File: src/rtl/rca_seq_adder_if.sv
// Valid/ready operand and result ports of the sequential ripple-carry adder.
// The master drives the operands and out_ready; the slave is the adder.
interface rca_seq_adder_if #(
  parameter int WIDTH = 32
);
  logic             in_valid;
  logic             in_ready;
  logic [WIDTH-1:0] a;
  logic [WIDTH-1:0] b;
  logic             carry_in;
  logic             out_valid;
  logic             out_ready;
  logic [WIDTH-1:0] sum;
  logic             carry;
  logic             overflow;

  modport master (
    output in_valid, a, b, carry_in, out_ready,
    input  in_ready, out_valid, sum, carry, overflow
  );

  modport slave (
    input  in_valid, a, b, carry_in, out_ready,
    output in_ready, out_valid, sum, carry, overflow
  );
endinterface

File: src/rtl/rca_seq_adder.sv
// Multi-cycle ripple-carry adder: one SLICE-bit slice of a + b + carry_in per clock,
// with the carry between slices held in a register.
//
// state | meaning
// IDLE  | in_ready=1, waiting for operands; last result held on the outputs
// RUN   | one slice summed per cycle, slice index counts up to NSLICE-1
// DONE  | out_valid=1, result held until out_ready
module rca_seq_adder #(
  parameter int WIDTH = 32,
  parameter int SLICE = 8
) (
  input  logic          clk,
  input  logic          rst_n,
  rca_seq_adder_if.slave bus
);
  localparam int NSLICE = WIDTH / SLICE;
  localparam int IDXW   = (NSLICE > 1) ? $clog2(NSLICE) : 1;
  localparam logic [IDXW-1:0] LAST_IDX = IDXW'(NSLICE - 1);

  typedef enum logic [1:0] {
    IDLE = 2'd0,
    RUN  = 2'd1,
    DONE = 2'd2
  } state_t;

  state_t           state;
  logic [WIDTH-1:0] a_q;
  logic [WIDTH-1:0] b_q;
  logic             carry_q;
  logic [IDXW-1:0]  idx;
  logic [WIDTH-1:0] sum_q;
  logic             carry_out_q;
  logic             overflow_q;
  logic             in_ready_q;
  logic             out_valid_q;

  logic [SLICE-1:0] slice_a;
  logic [SLICE-1:0] slice_b;
  logic [SLICE:0]   slice_res;

  always_comb begin
    slice_a   = a_q[idx*SLICE +: SLICE];
    slice_b   = b_q[idx*SLICE +: SLICE];
    slice_res = {1'b0, slice_a} + {1'b0, slice_b} + {{SLICE{1'b0}}, carry_q};
  end

  always_ff @(posedge clk) begin
    if (!rst_n) begin
      state       <= IDLE;
      a_q         <= '0;
      b_q         <= '0;
      carry_q     <= 1'b0;
      idx         <= '0;
      sum_q       <= '0;
      carry_out_q <= 1'b0;
      overflow_q  <= 1'b0;
      in_ready_q  <= 1'b1;
      out_valid_q <= 1'b0;
    end else begin
      case (state)
        IDLE: begin
          if (bus.in_valid && in_ready_q) begin
            a_q        <= bus.a;
            b_q        <= bus.b;
            carry_q    <= bus.carry_in;
            idx        <= '0;
            in_ready_q <= 1'b0;
            state      <= RUN;
          end
        end
        RUN: begin
          sum_q[idx*SLICE +: SLICE] <= slice_res[SLICE-1:0];
          carry_q <= slice_res[SLICE];
          if (idx == LAST_IDX) begin
            // The top slice is being written now, so its MSB is the new sum sign.
            carry_out_q <= slice_res[SLICE];
            overflow_q  <= (a_q[WIDTH-1] == b_q[WIDTH-1]) &&
                           (slice_res[SLICE-1] != a_q[WIDTH-1]);
            out_valid_q <= 1'b1;
            idx         <= '0;
            state       <= DONE;
          end else begin
            idx <= idx + IDXW'(1);
          end
        end
        DONE: begin
          if (bus.out_ready) begin
            out_valid_q <= 1'b0;
            in_ready_q  <= 1'b1;
            state       <= IDLE;
          end
        end
        default: begin
          state       <= IDLE;
          in_ready_q  <= 1'b1;
          out_valid_q <= 1'b0;
        end
      endcase
    end
  end

  assign bus.in_ready  = in_ready_q;
  assign bus.out_valid = out_valid_q;
  assign bus.sum       = sum_q;
  assign bus.carry     = carry_out_q;
  assign bus.overflow  = overflow_q;
endmodule

File: src/flat_wrapper.sv
// flat-port wrapper written by rule: the top's interface ports become plain ports
module rca_seq_adder_flat 
#(
  parameter int WIDTH = 32,
  parameter int SLICE = 8
)
  (clk, rst_n, bus_in_valid, bus_a, bus_b, bus_carry_in, bus_out_ready, bus_in_ready, bus_out_valid, bus_sum, bus_carry, bus_overflow);
  rca_seq_adder_if #(.WIDTH(WIDTH)) bus_i ();
  input  logic clk;
  input  logic rst_n;
  input wire logic [$bits(bus_i.in_valid)-1:0] bus_in_valid;
  input wire logic [$bits(bus_i.a)-1:0] bus_a;
  input wire logic [$bits(bus_i.b)-1:0] bus_b;
  input wire logic [$bits(bus_i.carry_in)-1:0] bus_carry_in;
  input wire logic [$bits(bus_i.out_ready)-1:0] bus_out_ready;
  output wire logic [$bits(bus_i.in_ready)-1:0] bus_in_ready;
  output wire logic [$bits(bus_i.out_valid)-1:0] bus_out_valid;
  output wire logic [$bits(bus_i.sum)-1:0] bus_sum;
  output wire logic [$bits(bus_i.carry)-1:0] bus_carry;
  output wire logic [$bits(bus_i.overflow)-1:0] bus_overflow;
  assign bus_i.in_valid = bus_in_valid;
  assign bus_i.a = bus_a;
  assign bus_i.b = bus_b;
  assign bus_i.carry_in = bus_carry_in;
  assign bus_i.out_ready = bus_out_ready;
  assign bus_in_ready = bus_i.in_ready;
  assign bus_out_valid = bus_i.out_valid;
  assign bus_sum = bus_i.sum;
  assign bus_carry = bus_i.carry;
  assign bus_overflow = bus_i.overflow;
  rca_seq_adder #(.WIDTH(WIDTH), .SLICE(SLICE)) u_core (.clk(clk), .rst_n(rst_n), .bus(bus_i));
endmodule
File: config.mk
export PLATFORM = sky130hd
export DESIGN_NAME = rca_seq_adder_flat
export DESIGN_NICKNAME = d
export VERILOG_FILES = /design/src/rtl/rca_seq_adder_if.sv /design/src/rtl/rca_seq_adder.sv /design/src/flat_wrapper.sv
export SDC_FILE = /design/constraint.sdc
export NUM_CORES = 1
export LEC_CHECK = 0
export BUFFER_PORTS_ARGS = -buffer_cell sky130_fd_sc_hd__buf_4
export CORE_ASPECT_RATIO = 1.25
export CORE_MARGIN = 2
export CORE_UTILIZATION = 58
export CTS_CLUSTER_DIAMETER = 120
export DETAILED_ROUTE_END_ITERATION = 8
export PLACE_DENSITY = 0.93
export SLEW_MARGIN = 20
export SYNTH_ARGS = -nofsm -noshare
export SYNTH_HDL_FRONTEND = slang
export SYNTH_SLANG_ARGS = --single-unit
File: constraint.sdc
create_clock -name clk -period 5.32 [get_ports clk]
set_input_delay 0.266 -clock clk [delete_from_list [all_inputs] [get_ports clk]]
set_output_delay 0.266 -clock clk [all_outputs]
set_load 0.03 [all_outputs]
==> impl_metrics.ini, run 1 <==
[worst_setup_path]
r2r_start = u_core.idx[0]
crit_start = u_core.idx[0]
r2r_setup_slack_ns = 1.81
cp_max_fo = 10
r2r-end = u_core.bus.sum[6]
r2r_cells = 8
worstPathArrival_ns = 3.78
cp_data_required_time_ns = 5.59
end_kind = flop
path_class = flop to flop
crit_path_start_kind = flop

[cts]
cts_resized = 0
cts_buffers = 9
ctsLongestPathBuffers = 2
h-tree-depth = 3
hold_buffers = 0
cts_tree = done
cts-root-buf = clkbuf_8
insertion_delay_ns = 0.39
clock-sinks = 105
post_cts_buffers = 0
cts.clk_slew.worst_paths_ns = 0.11

[min_path]
hold_path_depth = 3
hp-class = input port to flop
whs_endpoint = u_core.a_q[19]
hp-start = bus_a[19]

[placement]
dp_hpwl_mm = 8.40
place_congestion = 0.910
io_buffers = 104

[sta]
tightest_slew_ns = 0.791
hold_viol = 0
report.final.slew_viol_count = 0
setup_viol = 0
setup_tns_ns = 0
skew_ns = 0.0118
max_freq_mhz = 285
rsz0062_at_grt = false
maxSlewHeadroom_pct = 47.2
finalCriticalPeriod_ns = 3.51
period_share_pct = 65.9

[layout]
fillers = 586
final_nets = 682
area_growth_pct = 20.9
drive_above_1_share_pct = 25.4
antenna_cells = 0
utilization_pct = 71.7

[logic_synthesis]
synth_xor_area_share_pct = 0.544
synth_top_family_by_area = simple AND/OR/NAND/NOR gates
synth_fa_ha_area_share_pct = 4.19
synth_top_area_share_pct = 43.5
yosysUniqueCellTypes = 43
ys.warnings.count = 0
synth_edf_count = 0
synth_simple_gate_area_share_pct = 20.8
yosysMostFrequentCell = nand2_1
synth_compound_area_share_pct = 19.7
syn-num-nets = 596
synth_seq_area_share_pct = 43.5
synth_top_area_cell = dfxtp_1
synth.area.mux_share_pct = 7.69
synthTopCellsByCount = nand2_1 (134), dfxtp_1 (105), a21boi_0 (65)
async_flop_share_pct = 0
syn_inst = 512
syn_avg_cell_area_sq_um = 9.44
synth.cell_area_sq_mm = 0.00483
ys_seq_elements = 105
synth.area.top_cells = dfxtp_1 (44%), nand2_1 (10%), a21boi_0 (10%)
ys.flop_type = dfxtp_1

[detailed_routing]
via_count = 4041
routed_wl_mm = 11.5
wl_per_cell_um = 16.4
viasPerCell = 5.77
drt-initial-drc-count = 272
drtPass1Iterations = 4
drc = 0
drtAntennaViolNets = 0

[floorplanning]
ios = 105
die-area_sq_mm = 0.00908
coreArea_sq_mm = 0.00815
initial_core_util_pct = 59.3
die_h_um = 106
dieWidth_um = 85.6
rows = 37

[outcome]
status = finished clean

[grt]
grt_first_pass_wirelength_mm = 18.9
grt_pass1_vias = 3990
grt_max_degree = 106
grt_usage_pct = 26.8
antenna_found_initial = 0
grt-ovfl-total = 0

[pwr]
power.density_mw_per_mm2 = 283
p_leak_nw = 2.32
peakVddDrop_mv = 0.197

[run]
cap_violations = 0
area by class of cell:
class	instances	area [sq um]	share of cell area [%]
Multi-Input combinational cell	368	2570	43.9
Sequential cell	105	2100	36.0
Timing Repair Buffer	108	811	13.9
Clock buffer	9	124	2.12
Tap cell	97	121	2.08
Clock inverter	7	93.8	1.61
Inverter	6	22.5	0.386
placed cells by master (no fill, tap or decap), types with 2 or more instances in the layout:
cell,Yosys,final
nand2_2,2,2
nand2_4,2,2
bufinv_16,0,2
clkinv_2,0,2
fa_1,2,2
a31oi_1,3,3
mux4_2,16,16
dfxtp_1,105,105
nor4b_4,3,3
nand2_1,134,134
o211a_1,2,2
a22o_1,2,2
o2111ai_1,2,2
a21o_1,3,3
inv_1,6,6
nand3_1,3,2
or4b_1,2,2
a211oi_1,3,3
xnor2_1,2,2
a22oi_1,32,32
nor2_1,7,7
buf_4,0,108
a21oi_1,7,7
o21ai_0,7,7
nor2b_1,35,35
a21boi_0,65,65
clkinvlp_4,0,2
nor3b_1,3,3
ha_1,13,13
clkbuf_8,0,9
nand2b_1,2,2
o211ai_1,2,2
nor3_1,3,2
power breakdown:
part / total, W / leakage, nW / switching (W) / internal (W)
combinational: 0.000268 / 1.36 / 0.000149 / 0.000119
sequential: 0.000846 / 0.855 / 0.0000248 / 0.000821
clock: 0.000542 / 0.106 / 0.000277 / 0.000265
registers in the layout, indices dropped and copies added (netlist names):
| name | count |
|---|---|
| u_core.bus.sum | 32 |
| u_core.idx | 2 |
| u_core.b_q | 32 |
| u_core.bus.in_ready | 1 |
| u_core.state | 2 |
| u_core.bus.out_valid | 1 |
| u_core.carry_q | 1 |
| u_core.bus.overflow | 1 |
| u_core.bus.carry | 1 |
| u_core.a_q | 32 |
routing by layer:
metal  global-route usage, %  vias to the layer above  routed length [um]
met5                       0                        -                   0
met2                    46.0                      151                5950
met3                    5.28                       35                 683
met4                    14.2                        0                 480
li1                        -                     1949                   -
met1                    31.3                     1906                4360
worst max path at each step:
stage,endpoint,depth (start not counted)
after floorplan,u_core.bus.sum[14],9
final,u_core.bus.sum[6],8
after global placement,u_core.bus.sum[14],8
after global routing,u_core.bus.sum[6],8
after CTS,u_core.bus.sum[14],8
after detailed placement,u_core.bus.sum[6],8
stage by stage:
stage,worst slack [ns],area [sq um],total power [W],hold WS (ns),std cells
finish,1.81,5840,0.00166,0.138,700
detailed placement,1.88,5620,0.00113,0.455,684
global placement,2.05,5620,0.00112,0.451,684
global route,1.63,5840,0.00172,0.130,700
floorplan,2.36,4830,0.00104,0.411,512
CTS,1.81,5840,0.00166,0.126,700
critical path, stage by stage (launching register included):
cell and delay (ns):
dfxtp_1 0.72, mux4_2 0.60, fa_1 0.46, fa_1 0.44, a211oi_1 0.40, or4b_1 0.18, o2111ai_1 0.24, a22oi_1 0.27
nor2b_1 0.08
cell families after synthesis:
| logic type | after synthesis |
|---|---|
| xor gates and xnor gates | 3 |
| adders and majority gates | 15 |
| DFF | 105 |
| AOI/OAI and AO/OA | 130 |
| buffers and inverters | 39 |
| muxes | 17 |
| and+or+nand+nor | 203 |
Power figures use the tool's default switching activity.
==> run 2, diff against run 1 <==
--- a/config.mk
+++ b/config.mk
@@ -5,13 +5,14 @@
 export SDC_FILE = /design/constraint.sdc
 export NUM_CORES = 1
 export LEC_CHECK = 0
+export ABC_AREA = 1
 export BUFFER_PORTS_ARGS = -buffer_cell sky130_fd_sc_hd__buf_4
 export CORE_ASPECT_RATIO = 1.25
 export CORE_MARGIN = 2
-export CORE_UTILIZATION = 58
+export CORE_UTILIZATION = 49
 export CTS_CLUSTER_DIAMETER = 120
 export DETAILED_ROUTE_END_ITERATION = 8
-export PLACE_DENSITY = 0.93
+export PLACE_DENSITY = 0.85
 export SLEW_MARGIN = 20
 export SYNTH_ARGS = -nofsm -noshare
 export SYNTH_HDL_FRONTEND = slang
==> constraint.sdc (replaced) <==
create_clock -name clk -period 2.9 [get_ports clk]
set_input_delay 0.145 -clock clk [delete_from_list [all_inputs] [get_ports clk]]
set_output_delay 0.145 -clock clk [all_outputs]
set_load 0.03 [all_outputs]
==> run 2 against run 1 <==
Against the previous run:
- via count increased by 11%
- die area increased by 12%
- synthesized cell count increased by 23%
- register-to-register slack got worse by 1.5 ns
- critical path depth increased by 7
- highest routed layer unchanged
- synthesized area decreased by 4.5%
- non-clock buffer count increased by 8
- count of clock-buffer cells in the layout increased by 1
- fmax increased by 36%
- utilization decreased by 8.5 points
- setup slack got worse by 1.5 ns
- clock power increased by 130%
- critical endpoint is now u_core.bus.sum[14]
==> impl_metrics.ini, run 2 <==
[grt]
grt_usage_pct = 23.9
antenna_found_initial = 0
grt_max_degree = 71
grt_pass1_vias = 4373
grt_first_pass_wirelength_mm = 19.8
grt-ovfl-total = 0

[sta]
setup_viol = 0
skew_ns = 0.00650
hold_slack_ns = 0.0198
setup_tns_ns = 0
maxSlewHeadroom_pct = 52.3
finalCriticalPeriod_ns = 2.59
rsz0062_at_grt = false
hold_viol = 0
max_freq_mhz = 386
report.final.slew_viol_count = 0
tightest_slew_ns = 0.715
period_share_pct = 89.2

[floorplanning]
ios = 105
initial_core_util_pct = 50.3
coreArea_sq_mm = 0.00917
rows = 39
die_h_um = 112
die-area_sq_mm = 0.0102
dieWidth_um = 90.8

[logic_synthesis]
yosysUniqueCellTypes = 35
ys.flop_type = dfxtp_1
syn-num-nets = 712
syn_inst = 628
ys.warnings.count = 0
syn_avg_cell_area_sq_um = 7.35
synth_top_area_share_pct = 45.6
synth_edf_count = 0
ys_seq_elements = 105
yosysMostFrequentCell = nor2_1
synthTopCellsByCount = nor2_1 (177), dfxtp_1 (105), o21ai_0 (98)
synth_top_area_cell = dfxtp_1
async_flop_share_pct = 0
synth.area.top_cells = dfxtp_1 (46%), nor2_1 (14%), o21ai_0 (11%)
synth.cell_area_sq_mm = 0.00461
synth_seq_area_share_pct = 45.6

[layout]
utilization_pct = 63.2
final_cell_mix = nor2_1 (176), buf_4 (116), dfxtp_1 (103)
final_common_cell = nor2_1
final_nets = 803
drive_above_1_share_pct = 20.6
fillers = 828
register_area_sq_mm = 0.00210
antenna_cells = 0
multi_input_area_sq_mm = 0.00230
area_growth_pct = 25.7

[pwr]
clock_power_share_pct = 33.5
intPower_w = 0.00255
comb_power_share_pct = 22.2
p_leak_nw = 2.59
peakVddDrop_mv = 0.326
power.density_mw_per_mm2 = 631
sw_frac_of_total_pct = 30.4
pwr-share-seq_pct = 44.3
switching_power_w = 0.00111

[worst_setup_path]
r2r_start = u_core.idx[0]
r2r_setup_slack_ns = 0.31
r2r_cells = 15
path_class = flop to flop
end_kind = flop
cp_max_fo = 11
r2r-end = u_core.bus.sum[14]
cp_data_required_time_ns = 3.17
crit_end = u_core.bus.sum[14]
worstPathArrival_ns = 2.86
crit_path_start_kind = flop
crit_start = u_core.idx[0]

[cts]
ctsLongestPathBuffers = 2
cts_buffers = 9
cts.clk_slew.worst_paths_ns = 0.07
post_cts_buffers = 0
h-tree-depth = 3
cts_tree = done
hold_buffers = 0
cts_resized = 0
clock-sinks = 105
cts-root-buf = clkbuf_16
insertion_delay_ns = 0.35

[detailed_routing]
viasPerCell = 5.30
routed_wl_mm = 11.9
via_count = 4485
drtAntennaViolNets = 0
drc = 0
drtPass1Iterations = 5
drt-initial-drc-count = 263
wl_per_cell_um = 14.1

[min_path]
hold_path_depth = 3
hp-class = input port to flop

[placement]
place_congestion = 0.898
dp_hpwl_mm = 8.65
io_buffers = 104

[run]
cap_violations = 0

[outcome]
status = finished clean
run 2: how the worst min path moves through the flow:
| stage | start | to | slack, ns |
|---|---|---|---|
| 2_1_floorplan | bus_b[14] | u_core.b_q[14] | 0.28 |
| 3_3_place_gp | bus_b[13] | u_core.b_q[13] | 0.37 |
| 3_5_place_dp | bus_a[20] | u_core.a_q[20] | 0.37 |
| 4_1_cts | bus_a[20] | u_core.a_q[20] | 0.02 |
| 5_1_grt | bus_a[11] | u_core.a_q[11] | 0.03 |
| 6_report | bus_a[20] | u_core.a_q[20] | 0.02 |
run 2: power groups by stage:
stage / clock (W) / combinational [W] / sequential (W)
finish: 0.00122 / 0.000812 / 0.00162
global route: 0.00130 / 0.000908 / 0.00163
CTS: 0.00124 / 0.000800 / 0.00162
detailed placement: 0 / 0.000789 / 0.00165
global placement: 0 / 0.000769 / 0.00165
floorplan: 0 / 0.000529 / 0.00165
run 2: logic make-up (layout without fill, tap and decap cells):
family,count (synthesis),after routing,synth area share [%]
AOI/OAI and AO/OA,158,158,18.2
buffers and inverters,54,150,4.85
DFF,105,105,45.6
xor gates and xnor gates,3,3,0.570
and+or+nand+nor,293,293,26.4
adders and majority gates,15,15,4.39
run 2: critical path, cell delays in order, from the launching register on:
cell,delay (ns)
dfxtp_2,0.35
inv_1,0.10
buf_4,0.18
nor2_1,0.09
o22ai_1,0.12
fa_1,0.42
fa_1,0.42
nand2_1,0.08
nand2_1,0.07
nand3_1,0.10
nand2_1,0.07
nand2_2,0.11
nand3_1,0.09
nor2_2,0.13
nand2_1,0.06
a21oi_1,0.13
run 2: per-layer routing:
metal | track usage, % | part of all wire (%) | vias to the layer above
met5 | 0 | 0 | -
met4 | 13.5 | 3.7 | 0
li1 | - | - | 2263
met1 | 28.4 | 42 | 2037
met2 | 40.7 | 49 | 149
met3 | 4.43 | 4.7 | 36
run 2: final cells by class:
type,count,share of cell area [%]
Clock buffer,10,4.12
Clock inverter,6,1.14
Inverter,18,1.16
Multi-Input combinational cell,469,39.6
Sequential cell,105,36.3
Tap cell,123,2.65
Timing Repair Buffer,116,15.0
run 2: stage by stage:
step / instances / total power (W) / setup WS (ns) / instance area, sq um
detailed placement: 831 / 0.00244 / 0.286 / 5490
CTS: 847 / 0.00366 / 0.239 / 5790
global placement: 831 / 0.00242 / 0.361 / 5490
global route: 847 / 0.00384 / 0.0213 / 5800
finish: 847 / 0.00366 / 0.312 / 5800
floorplan: 628 / 0.00218 / 0.335 / 4610
==> run 3, diff against run 2 <==
--- a/config.mk
+++ b/config.mk
@@ -12,7 +12,7 @@
 export CORE_UTILIZATION = 49
 export CTS_CLUSTER_DIAMETER = 120
 export DETAILED_ROUTE_END_ITERATION = 8
-export PLACE_DENSITY = 0.85
+export PLACE_DENSITY_LB_ADDON = 0.05
 export SLEW_MARGIN = 20
 export SYNTH_ARGS = -nofsm -noshare
 export SYNTH_HDL_FRONTEND = slang
==> run 3 against run 2 <==
Against the previous run:
- critical path depth decreased by 1
- via count down 1.1%
- sequential share of layout area rose by 0.088 points
- highest routed layer unchanged
- utilization decreased by 0.19 points
- global-route usage grew 0.55 points
==> impl_metrics.ini, run 3 (same netlist as run 2, synthesis figures left out) <==
[grt]
grt_first_pass_wirelength_mm = 20.4
use_met1_pct = 30.5
antenna_found_initial = 0
met3_usage_pct = 3.89
busiest_layer = met2
grt_pass1_vias = 4338
grt-ovfl-total = 0
grt_usage_pct = 24.5
gr-usage-met2_pct = 41.8
grt_max_degree = 70

[sta]
rsz0062_at_grt = false
period_share_pct = 90.7
report.final.slew_viol_count = 0
setup_tns_ns = 0
setup_viol = 0
worst_slack_ns = 0.271
skew_ns = 0.00799
finalCriticalPeriod_ns = 2.63
hold_viol = 0
max_freq_mhz = 380
maxSlewHeadroom_pct = 35.2
tightest_slew_ns = 0.972

[worst_setup_path]
cp_data_required_time_ns = 3.18
r2r_cells = 14
crit_top_cell = nand2_1
cp_max_fo = 18
cp.depth = 14
crit_path_start_kind = flop
crit_chain = buf_4, o21ai_0, o22ai_1, fa_1, fa_1, nand2_1, nand2_1, nand3_1, nand2_1, nand2_1, nand3_1, nor2_1, nand2_1, a21oi_1
worstPathArrival_ns = 2.91
path_delay_family = adder cells
max_stage_delay_ns = 0.42
path_class = flop to flop
slowest_stage = fa_1
r2r_setup_slack_ns = 0.27
end_kind = flop
worst-path-buf-inv = 1

[detailed_routing]
drtAntennaViolNets = 0
routed_wl_mm = 12.0
wl_per_cell_um = 14.2
drtPass1Iterations = 5
via_count = 4434
drc = 0
drt-initial-drc-count = 257
viasPerCell = 5.25

[pwr]
sw_frac_of_total_pct = 29.5
power.density_mw_per_mm2 = 635
peakVddDrop_mv = 0.320
intPower_w = 0.00259
switching_power_w = 0.00108
clock_power_share_pct = 33.8
power_w = 0.00367
comb_power_share_pct = 21.9
pwr-share-seq_pct = 44.2
p_leak_nw = 2.58

[floorplanning]
die-area_sq_mm = 0.0102
rows = 39
ios = 105
die_h_um = 112
dieWidth_um = 90.8
coreArea_sq_mm = 0.00917
initial_core_util_pct = 50.3

[cts]
hold_buffers = 0
cts_resized = 0
insertion_delay_ns = 0.35
ctsLongestPathBuffers = 2
clock-sinks = 105
cts-root-buf = clkbuf_16
post_cts_buffers = 0
h-tree-depth = 3
cts_buffers = 9
cts_tree = done
cts.clk_slew.worst_paths_ns = 0.07

[run]
cap_violations = 0

[layout]
area_growth_pct = 25.4
drive_above_1_share_pct = 19.7
final_cell_mix = nor2_1 (177), buf_4 (114), dfxtp_1 (104)
utilization_pct = 63.0
final_nets = 801
stdcell_area_sq_mm = 0.00578
antenna_cells = 0
final_common_cell = nor2_1

[placement]
place_area_sq_mm = 0.00547
post-place-ws_ns = 0.289
io_buffers = 104
dp_hpwl_mm = 8.62
place_congestion = 0.859

[outcome]
status = finished clean

[min_path]
hp-class = input port to flop
hold_path_depth = 3
run 3: area by class of cell:
cell class | count | area [sq um]
fill | 885 | 3390
multi-input combinational | 469 | 2290
sequential | 105 | 2100
timing repair buffer | 114 | 856
clock buffer | 14 | 274
tap | 123 | 154
inverter | 18 | 67.6
clock inverter | 2 | 35.0
run 3: worst paths after layout:
| kind | from | end |
|---|---|---|
| max | u_core.idx[0] | u_core.bus.sum[30] |
| min | bus_b[29] | u_core.b_q[29] |
| max reg2reg | u_core.idx[0] | u_core.bus.sum[30] |
| min reg2reg | u_core.bus.sum[7] | u_core.bus.sum[7] |
run 3: metal layers:
metal | wire length, um | part of all wire, %
met1 | 5150 | 43
met2 | 6010 | 50
met3 | 481 | 4.0
met4 | 345 | 2.9
met5 | 0 | 0
run 3: power groups by stage:
stage	Combinational [W]	Sequential (W)	Clock [W]
2_1_floorplan	0.000529	0.00165	0
3_3_place_gp	0.000785	0.00165	0
3_5_place_dp	0.000800	0.00165	0
4_1_cts	0.000808	0.00162	0.00126
5_1_grt	0.000913	0.00163	0.00132
6_report	0.000806	0.00162	0.00124
run 3: tightest hold or removal path, delay by kind of cell:
family / cells / cell delay (ns)
and+or+nand+nor: 2 / 0.11
buffers and inverters: 1 / 0.08
run 3: metrics by stage:
| step | hold slack, ns | instances |
|---|---|---|
| final | 0.0187 | 845 |
| after global routing | 0.0241 | 845 |
| after CTS | 0.0156 | 845 |
| after detailed placement | 0.373 | 829 |
| after global placement | 0.366 | 829 |
| after floorplan | 0.280 | 628 |
